===== config.mk =====
export PLATFORM = sky130hd
export DESIGN_NAME = demux_decoder2
export DESIGN_NICKNAME = d
export VERILOG_FILES = /design/src/rtl/demux_decoder2.sv
export SDC_FILE = /design/constraint.sdc
export NUM_CORES = 1
export LEC_CHECK = 0
export ABC_CLOCK_PERIOD_IN_PS = 5400
export CORE_ASPECT_RATIO = 0.9
export CORE_MARGIN = 3
export CORE_UTILIZATION = 59
export CTS_BUF_LIST = sky130_fd_sc_hd__clkbuf_4
export DETAILED_ROUTE_END_ITERATION = 8
export PLACE_DENSITY = 0.95
export REMOVE_ABC_BUFFERS = 1
export SYNTH_ARGS = -nofsm -noshare
export SYNTH_HDL_FRONTEND = slang
export SYNTH_SLANG_ARGS = --single-unit

===== constraint.sdc =====
create_clock -name clk -period 5.4 [get_ports clk]
set_clock_uncertainty 0.2 [all_clocks]
set_input_delay 1.62 -clock clk [delete_from_list [all_inputs] [get_ports clk]]
set_output_delay 1.62 -clock clk [all_outputs]
set_load 0.05 [all_outputs]

===== src/rtl/demux_decoder2.sv =====
// demux_decoder2
//   Receive-side channel demultiplexer and per-channel word deserializer.
//   Each accepted 2-bit symbol is steered by its {sB,sA} select to one of
//   three channels, where WORD_SYMS symbols are assembled MSB-first into a
//   2*WORD_SYMS-bit word. Select 2'b11 is illegal and only bumps a
//   saturating error counter.
//
// Ports
//   clk       in   rising-edge clock
//   rst       in   asynchronous reset, active-high
//   in_valid  in   symbol on din/sB/sA is valid this cycle
//   sB, sA    in   channel select {sB,sA}: 0..2 -> channel, 3 -> illegal
//   din       in   2-bit symbol
//   flush     in   discard all partial words; drops this cycle's symbol
//   out0..2   out  last completed word per channel (held until the next one)
//   out_valid out  bit k pulses for one cycle when outk is updated
//   err_cnt   out  saturating count of accepted illegal-select symbols
//
// Handshake: in_valid is a one-way qualifier with no ready; every symbol
// presented with in_valid=1 and flush=0 is consumed on that rising edge.
// out_valid is a single-cycle strobe with no backpressure, so consumers must
// capture outk in the cycle its bit is high.
module demux_decoder2 #(
  parameter int WORD_SYMS = 4,
  parameter int ERR_W     = 8
) (
  input  logic                   clk,
  input  logic                   rst,
  input  logic                   in_valid,
  input  logic                   sB,
  input  logic                   sA,
  input  logic [1:0]             din,
  input  logic                   flush,
  output logic [2*WORD_SYMS-1:0] out0,
  output logic [2*WORD_SYMS-1:0] out1,
  output logic [2*WORD_SYMS-1:0] out2,
  output logic [2:0]             out_valid,
  output logic [ERR_W-1:0]       err_cnt
);

  localparam int W   = 2 * WORD_SYMS;
  localparam int SRW = W - 2;
  localparam int CW  = (WORD_SYMS > 2) ? $clog2(WORD_SYMS) : 1;
  localparam logic [CW-1:0] LAST = CW'(WORD_SYMS - 1);

  logic [1:0] sel;

  logic [SRW-1:0]   sr_q   [3];
  logic [SRW-1:0]   sr_d   [3];
  logic [CW-1:0]    cnt_q  [3];
  logic [CW-1:0]    cnt_d  [3];
  logic [W-1:0]     word_q [3];
  logic [W-1:0]     word_d [3];
  logic [2:0]       vld_q;
  logic [2:0]       vld_d;
  logic [ERR_W-1:0] err_q;
  logic [ERR_W-1:0] err_d;

  assign sel = {sB, sA};

  always_comb begin
    for (int k = 0; k < 3; k++) begin
      sr_d[k]   = sr_q[k];
      cnt_d[k]  = cnt_q[k];
      word_d[k] = word_q[k];
    end
    vld_d = '0;
    err_d = err_q;

    if (flush) begin
      // Flush wins over a coincident symbol: it is neither routed nor
      // counted as an error. Completed words and err_cnt survive.
      for (int k = 0; k < 3; k++) begin
        sr_d[k]  = '0;
        cnt_d[k] = '0;
      end
    end else if (in_valid) begin
      if (sel == 2'b11) begin
        if (err_q != '1) begin
          err_d = err_q + 1'b1;
        end
      end else begin
        for (int k = 0; k < 3; k++) begin
          if (sel == 2'(k)) begin
            if (cnt_q[k] == LAST) begin
              word_d[k] = {sr_q[k], din};
              cnt_d[k]  = '0;
              vld_d[k]  = 1'b1;
            end else begin
              cnt_d[k] = cnt_q[k] + 1'b1;
            end
            // Stale bits after a completion are harmless: the next word
            // shifts in WORD_SYMS-1 fresh symbols before it is emitted.
            sr_d[k] = SRW'({sr_q[k], din});
          end
        end
      end
    end
  end

  always_ff @(posedge clk or posedge rst) begin
    if (rst) begin
      for (int k = 0; k < 3; k++) begin
        sr_q[k]   <= '0;
        cnt_q[k]  <= '0;
        word_q[k] <= '0;
      end
      vld_q <= '0;
      err_q <= '0;
    end else begin
      for (int k = 0; k < 3; k++) begin
        sr_q[k]   <= sr_d[k];
        cnt_q[k]  <= cnt_d[k];
        word_q[k] <= word_d[k];
      end
      vld_q <= vld_d;
      err_q <= err_d;
    end
  end

  assign out0      = word_q[0];
  assign out1      = word_q[1];
  assign out2      = word_q[2];
  assign out_valid = vld_q;
  assign err_cnt   = err_q;

endmodule


==> flow_summary.json, run 1 <==
{
  "outcome": "completed",
  "p_sw_frac": 0.301,
  "p_per_area_nw_per_um2": 279,
  "initial_core_util": 0.624,
  "max_freq_mhz": 258,
  "critical_path.startpoint": "sB",
  "firstDrtPassIters": 4,
  "tritoncts": "yes",
  "dieArea_um2": 5230,
  "yosysSeqAreaShare": 0.569,
  "hold_violations": 0,
  "synth_edf_count": 0,
  "crit_arrival_ns": 3.95,
  "regToRegStartpoint": "cnt_q[2]",
  "cp.buffers_inverters": 1,
  "layout.nets": 243,
  "grt_pass1_vias": 1603,
  "synth_most_common_cell": "dfrtp_1",
  "start_kind": "input port",
  "antenna_cells": 0,
  "drtIter0Drc": 74,
  "place_congestion": 0.842,
  "die_h_um": 68.9,
  "top_level_ports": 43,
  "postCtsHoldBufs": 0,
  "power.leakage_nw": 1.56,
  "path_max_fanout": 10,
  "cpLargestDelayFamily": "simple AND/OR/NAND/NOR gates",
  "fp-row-count": 22,
  "cts_buffers": 9,
  "endpoint_kind": "flip-flop",
  "syn_area_per_cell_um2": 14.0,
  "tightest_slew_ns": 0.982,
  "cap_viol_max_count": 0,
  "drc_errors": 0,
  "finalCritPeriodShare": 0.717,
  "ctsResizeCount": 0,
  "post-cts-setup-buffers": 0,
  "clock_latency_ns": 0.39,
  "synth_area_leaders": "dfrtp_1, mux2_4, mux2i_1, nor2_1, buf_6",
  "synth_top_area_frac": 0.569,
  "p_int_uw": 610,
  "synth_warnings": 0,
  "place.port_buffers": 42,
  "slowest_delay_ns": 0.96,
  "synth_cell_types": 28,
  "critPathKind": "in2reg",
  "layout-drive-gt1-share": 0.191,
  "ant_nets": 0,
  "required_ns": 5.48,
  "htree_levels": 3,
  "antenna_found_initial": 0,
  "path_cells": "clkdlybuf4s50_1, nand3b_1, nor3b_2, mux2_4",
  "finalSetupViolations": 0,
  "synth.cell_area_um2": 2590,
  "wl_mm": 4.50,
  "min_period_ns": 3.87,
  "synthCells": 185,
  "dpl.hpwl_mm": 3.10,
  "clock-sinks": 59,
  "drv_slew": 0,
  "grt_pass1_wl_mm": 7.62,
  "cts-root-buf": "clkbuf_4",
  "switchingPower_uw": 263,
  "area_growth_pct": 20.6,
  "num_vias": 1538,
  "core_area_um2": 4160,
  "crit_slowest_cell": "nor3b_2",
  "async_flop_share": 1.00,
  "p_seq_frac": 0.549,
  "via_per_inst": 5.20,
  "hold_start": "sr_q[17]",
  "clkPwrFrac": 0.282,
  "ir_drop_uv": 146,
  "comb_power_share": 0.169,
  "rsz0062_at_grt": "no",
  "fp.dieW_um": 75.9,
  "setup-tns-final_ns": 0,
  "ys_ff_latch": 59,
  "synth.top_cells.by_count": "dfrtp_1, mux2_4, nor2_1",
  "overflow": 0,
  "slew_headroom": 0.344,
  "synth_top_cell_by_area": "dfrtp_1",
  "grt_max_degree": 51,
  "clkTransAtPathRegs_ns": 0.09,
  "power_uw": 872,
  "grt.total_usage": 0.203,
  "hold_path_class": "reg2reg",
  "cts_buffer_depth": 2,
  "wire_per_inst_um": 15.2,
  "synth_ff_type": "dfrtp_1"
}
==> cell families (layout without fill, tap and decap cells) <==
logic type      count (synthesis)  after routing  synth area share
compound gates                  9              9            0.0222
xor+xnor                        2              2           0.00676
simple gates                   47             47             0.102
fa+ha+maj                       4              4            0.0193
flops                          59             59             0.569
mux                            50             50             0.241
buf+inv                        14             65            0.0391
==> sequential cells by signal (all words and copies together), names as in the netlist <==
signal	cells
cnt_q	6
err_cnt	8
out0	8
out1	8
out2	8
out_valid	3
sr_q	18
==> cell usage in the layout, fill, tap and decap left out, types with 2 or more instances in the layout <==
| master | count |
|---|---|
| dfrtp_1 | 59 |
| clkdlybuf4s50_1 | 42 |
| mux2_4 | 24 |
| nor2_1 | 23 |
| mux2i_1 | 22 |
| clkbuf_4 | 11 |
| nand2_1 | 4 |
| nand4_1 | 4 |
| mux2_1 | 4 |
| ha_1 | 4 |
| clkinv_1 | 4 |
| nor3b_2 | 3 |
| inv_1 | 3 |
| a21oi_1 | 3 |
| nand3_1 | 3 |
| buf_4 | 3 |
| nand3b_1 | 2 |
| and2_1 | 2 |
| or3_1 | 2 |
| xnor2_1 | 2 |
| a31oi_1 | 2 |
==> final timing paths <==
check	end	slack, ns	cells after the start
setup reg to reg	out1[6]	3.41	3
hold reg to reg	out0[7]	0.31	1
min in group asynchronous	out2[2]	1.58	2
setup / recovery	out1[6]	1.53	4
max in group asynchronous	sr_q[11]	2.71	3
hold / removal	out0[7]	0.31	1
==> final cells by class <==
cell class              count  area (um^2)
clock buffers              11         82.6
clock inverters             5         20.0
fillers                   255         1030
inverters                   4         15.0
multi-input cells         112         1010
flip-flops and latches     59         1480
well taps                  60         75.1
repair buffers             45          443
==> metrics by stage <==
step	worst slack (ns)	instance area, um^2	hold slack, ns	util	instances
finish	1.53	3130	0.306	0.752	296
global route	1.46	3130	0.321	0.752	296
CTS	1.54	3130	0.310	0.752	296
detailed placement	1.12	3020	0.292	0.728	280
global placement	1.20	3020	0.287	0.728	280
floorplan	1.98	2510	0.281	-	175
==> metal layers <==
layer,part of all wire,global-route usage,up-vias
li1,-,-,739
met2,0.47,0.296,45
met1,0.46,0.269,743
met3,0.060,0.0957,11
met4,0.020,0.0655,0
met5,0,0,-
==> power groups by stage <==
| stage | Sequential (mW) | Combinational (mW) | Clock (mW) |
|---|---|---|---|
| 6_report | 0.479 | 0.147 | 0.246 |
| 5_1_grt | 0.482 | 0.163 | 0.277 |
| 4_1_cts | 0.478 | 0.149 | 0.253 |
| 3_5_place_dp | 0.487 | 0.149 | 0 |
| 3_3_place_gp | 0.486 | 0.147 | 0 |
| 2_1_floorplan | 0.532 | 0.0500 | 0 |
(Power assumes the default switching activity.)
==> inputs of run 2 (changes only) <==
--- a/config.mk
+++ b/config.mk
@@ -5,13 +5,13 @@
 export SDC_FILE = /design/constraint.sdc
 export NUM_CORES = 1
 export LEC_CHECK = 0
-export ABC_CLOCK_PERIOD_IN_PS = 5400
+export ABC_CLOCK_PERIOD_IN_PS = 3550
 export CORE_ASPECT_RATIO = 0.9
 export CORE_MARGIN = 3
-export CORE_UTILIZATION = 59
+export CORE_UTILIZATION = 49
 export CTS_BUF_LIST = sky130_fd_sc_hd__clkbuf_4
 export DETAILED_ROUTE_END_ITERATION = 8
-export PLACE_DENSITY = 0.95
+export PLACE_DENSITY = 0.85
 export REMOVE_ABC_BUFFERS = 1
 export SYNTH_ARGS = -nofsm -noshare
 export SYNTH_HDL_FRONTEND = slang
==> constraint.sdc (replaced) <==
create_clock -name clk -period 3.55 [get_ports clk]
set_clock_uncertainty 0.2 [all_clocks]
set_input_delay 1.065 -clock clk [delete_from_list [all_inputs] [get_ports clk]]
set_output_delay 1.065 -clock clk [all_outputs]
set_load 0.05 [all_outputs]
==> flow_summary.json, run 2 (synthesized netlist as in run 1, its figures left out) <==
{
  "dpl.hpwl_mm": 3.13,
  "postCtsHoldBufs": 0,
  "ctsResizeCount": 0,
  "firstDrtPassIters": 4,
  "top_register": "sr_q",
  "ant_nets": 0,
  "overflow": 0,
  "dieArea_um2": 6200,
  "fill_cells": 392,
  "wire_per_inst_um": 15.0,
  "cts-root-buf": "clkbuf_4",
  "ir_drop_uv": 219,
  "cpLargestDelayFamily": "buffers and inverters",
  "num_vias": 1581,
  "hold_path_class": "reg2reg",
  "finalSetupViolations": 0,
  "setup_ws_ns": 0.590,
  "endpoint_kind": "output port",
  "path_cells": "clkdlybuf4s50_1",
  "dp_cells": 289,
  "layoutNonFillerInstCount": 305,
  "core_area_um2": 4980,
  "hold_violations": 0,
  "power.leakage_nw": 1.59,
  "clkTransAtPathRegs_ns": 0.10,
  "final_common_cell": "dfrtp_1",
  "crit_arrival_ns": 1.70,
  "grt.total_usage": 0.171,
  "drtIter0Drc": 74,
  "largest_reg_flops": 18,
  "grt_max_degree": 35,
  "antenna_found_initial": 0,
  "post-cts-setup-buffers": 0,
  "fp.dieW_um": 82.7,
  "critPathKind": "reg2out",
  "initial_core_util": 0.520,
  "area_growth_pct": 22.5,
  "finalInstanceArea_um2": 3180,
  "rsz0062_at_grt": "no",
  "regArea_um2": 1480,
  "place.port_buffers": 42,
  "layout-drive-gt1-share": 0.204,
  "start_kind": "flip-flop",
  "die_h_um": 75.0,
  "setup-tns-final_ns": 0,
  "cts_buffers": 9,
  "tightest_slew_ns": 0.559,
  "crit_slowest_cell": "clkdlybuf4s50_1",
  "grt_pass1_wl_mm": 7.62,
  "rrSetupSlack_ns": 1.86,
  "fp-row-count": 24,
  "postPlaceCellArea_um2": 3070,
  "multi_input_area_um2": 1010,
  "grt_pass1_vias": 1518,
  "drv_slew": 0,
  "slew_headroom": 0.627,
  "cp.buffers_inverters": 1,
  "layout_common_cells": "dfrtp_1, clkdlybuf4s50_1, mux2_4, nor2_1, mux2i_1",
  "tritoncts": "yes",
  "layout.nets": 247,
  "cts_buffer_depth": 2,
  "place_congestion": 0.807,
  "min_period_ns": 2.96,
  "outcome": "completed",
  "required_ns": 2.28,
  "via_per_inst": 5.18,
  "top_level_ports": 43,
  "antenna_cells": 0,
  "drc_errors": 0,
  "pre_cts_slack_ns": 0.629,
  "slowest_delay_ns": 0.84,
  "wl_mm": 4.56,
  "cap_viol_max_count": 0,
  "max_freq_mhz": 338,
  "finalCritPeriodShare": 0.834,
  "clock_latency_ns": 0.40,
  "path_max_fanout": 7,
  "p_per_area_nw_per_um2": 420,
  "clock-sinks": 59,
  "htree_levels": 3
}
## run 2: power by group
part           internal [mW]  leakage [nW]  switching [mW]  total, mW
Combinational         0.0826         0.710           0.145      0.228
Sequential             0.697         0.816          0.0317      0.729
Clock                  0.150        0.0608           0.226      0.376
Total                  0.929          1.59           0.403       1.33
## run 2: metal layers
metal,vias to the layer above,global-route usage,wire [um]
li1,748,-,-
met1,783,0.244,2160
met2,43,0.234,2060
met3,7,0.0754,273
met4,0,0.0599,59
met5,-,0,0
## run 2: layout make-up
class                      instances  area share
inverter                           4     0.00473
sequential                        59       0.465
tap                               65      0.0256
clock inverter                     5     0.00630
clock buffer                      11      0.0260
multi-input combinational        112       0.320
timing repair buffer              49       0.153
## run 2: stage by stage
stage	power (mW)	hold slack, ns	utilization
3_5_place_dp	0.971	0.292	0.616
5_1_grt	1.41	0.327	0.637
4_1_cts	1.35	0.318	0.637
3_3_place_gp	0.966	0.289	0.616
6_report	1.33	0.316	0.637
2_1_floorplan	0.885	0.281	-
## run 2: path summary, 6_finish.rpt
kind                                  from    endpoint  cells after the start
max in group asynchronous              rst    sr_q[13]                      3
worst max register to register  err_cnt[0]  err_cnt[1]                      4
worst max-delay path            err_cnt[2]  err_cnt[2]                      1
min in group asynchronous              rst  err_cnt[2]                      2
worst min register to register     out0[7]     out0[7]                      1
worst min-delay path               out0[7]     out0[7]                      1
==> inputs of run 3 (changes only) <==
--- a/config.mk
+++ b/config.mk
@@ -5,13 +5,13 @@
 export SDC_FILE = /design/constraint.sdc
 export NUM_CORES = 1
 export LEC_CHECK = 0
-export ABC_CLOCK_PERIOD_IN_PS = 3550
+export ABC_CLOCK_PERIOD_IN_PS = 2800
 export CORE_ASPECT_RATIO = 0.9
 export CORE_MARGIN = 3
-export CORE_UTILIZATION = 49
+export CORE_UTILIZATION = 55
 export CTS_BUF_LIST = sky130_fd_sc_hd__clkbuf_4
 export DETAILED_ROUTE_END_ITERATION = 8
-export PLACE_DENSITY = 0.85
+export PLACE_DENSITY = 0.9
 export REMOVE_ABC_BUFFERS = 1
 export SYNTH_ARGS = -nofsm -noshare
 export SYNTH_HDL_FRONTEND = slang
==> constraint.sdc (replaced) <==
create_clock -name clk -period 2.8 [get_ports clk]
set_clock_uncertainty 0.2 [all_clocks]
set_input_delay 0.84 -clock clk [delete_from_list [all_inputs] [get_ports clk]]
set_output_delay 0.84 -clock clk [all_outputs]
set_load 0.05 [all_outputs]
==> flow_summary.json, run 3 (synthesized netlist as in run 1, its figures left out) <==
{
  "outcome": "completed",
  "cp.buffers_inverters": 1,
  "overflow": 0,
  "dieArea_um2": 5570,
  "layout_common_cells": "dfrtp_1, clkdlybuf4s50_1, mux2_4, nor2_1, mux2i_1",
  "cts-root-buf": "clkbuf_4",
  "dp_cells": 288,
  "cts_buffer_depth": 2,
  "cpLargestDelayFamily": "buffers and inverters",
  "setup_ws_ns": 0.108,
  "p_per_area_nw_per_um2": 527,
  "slowest_delay_ns": 0.84,
  "critPathKind": "reg2out",
  "layoutNonFillerInstCount": 303,
  "cts_buffers": 9,
  "final_common_cell": "dfrtp_1",
  "layout.nets": 249,
  "use_met3": 0.0636,
  "die_h_um": 71.1,
  "largest_reg_flops": 18,
  "clkTransAtPathRegs_ns": 0.09,
  "fill_cells": 328,
  "core_area_um2": 4490,
  "p_int_mw": 1.17,
  "multi_input_area_um2": 1010,
  "top_level_ports": 43,
  "clock_latency_ns": 0.39,
  "ir_drop_uv": 285,
  "htree_levels": 3,
  "top_usage_layer": "met2",
  "path_cells": "clkdlybuf4s50_1",
  "cap_viol_max_count": 0,
  "dpl.hpwl_mm": 3.17,
  "layout-drive-gt1-share": 0.212,
  "num_vias": 1598,
  "drc_errors": 0,
  "rsz0062_at_grt": "no",
  "fp-row-count": 23,
  "wire_per_inst_um": 15.0,
  "ctsResizeCount": 0,
  "grt_max_degree": 33,
  "endpoint_kind": "output port",
  "finalCritPeriodShare": 0.962,
  "clkPwrFrac": 0.276,
  "finalSetupViolations": 0,
  "grtUsageMet1": 0.249,
  "crit_slowest_cell": "clkdlybuf4s50_1",
  "pre_cts_slack_ns": 0.180,
  "min_period_ns": 2.69,
  "tightest_slew_ns": 0.602,
  "place.port_buffers": 42,
  "post-cts-setup-buffers": 0,
  "switchingPower_uw": 518,
  "top_register": "sr_q",
  "area_growth_pct": 23.4,
  "slew_headroom": 0.598,
  "drtIter0Drc": 64,
  "wl_mm": 4.53,
  "hold_slack_ns": 0.316,
  "regArea_um2": 1480,
  "power.leakage_nw": 1.63,
  "hold_path_class": "reg2reg",
  "initial_core_util": 0.577,
  "start_kind": "flip-flop",
  "grt_pass1_vias": 1580,
  "grt_pass1_wl_mm": 7.76,
  "p_sw_frac": 0.308,
  "hold_violations": 0,
  "comb_power_share": 0.176,
  "place_congestion": 0.855,
  "setup-tns-final_ns": 0,
  "firstDrtPassIters": 4,
  "fp.dieW_um": 78.4,
  "p_seq_frac": 0.549,
  "ant_nets": 0,
  "clock-sinks": 59,
  "path_max_fanout": 6,
  "postCtsHoldBufs": 0,
  "max_freq_mhz": 371,
  "grt.total_usage": 0.187,
  "antenna_found_initial": 0,
  "antenna_cells": 0,
  "grt_use_met2": 0.271,
  "tritoncts": "yes",
  "drv_slew": 0,
  "required_ns": 1.76,
  "crit_arrival_ns": 1.65,
  "via_per_inst": 5.27
}
[run 3: final cells by class]
cell class,instances,share of cell area
inverter,4,0.00469
clock inverter,5,0.00665
tap,62,0.0243
clock buffer,10,0.0235
multi-input combinational,112,0.317
timing repair buffer,51,0.162
sequential,59,0.462
[run 3: path summary, 6_finish.rpt]
kind                               to  cells past startpoint  slack, ns        from
hold / removal                out0[6]                      1       0.32     out0[6]
setup reg to reg           err_cnt[1]                      4       1.09  err_cnt[0]
min in group asynchronous  err_cnt[4]                      2       0.63         rst
hold reg to reg               out0[6]                      1       0.32     out0[6]
max in group asynchronous    sr_q[15]                      3       1.19         rst
setup / recovery           err_cnt[6]                      1       0.11  err_cnt[6]
[run 3: per-layer routing]
layer	wire length [um]	up-vias
li1	-	746
met4	91	0
met1	2030	804
met5	0	-
met2	2200	39
met3	204	9
[run 3: stage by stage]
step                      utilization  instance area, um^2  power [mW]
after floorplan                     -                 2510        1.12
after global placement          0.690                 3100        1.23
after detailed placement        0.690                 3100        1.24
after CTS                       0.711                 3190        1.70
after global routing            0.712                 3200        1.77
final                           0.712                 3200        1.69
[run 3: power by group through the flow]
stage / registers, mW / clock network (mW) / logic, mW
5_1_grt: 0.930 / 0.519 / 0.317
3_5_place_dp: 0.941 / 0 / 0.299
3_3_place_gp: 0.938 / 0 / 0.290
2_1_floorplan: 1.03 / 0 / 0.0965
4_1_cts: 0.924 / 0.479 / 0.300
6_report: 0.925 / 0.464 / 0.296
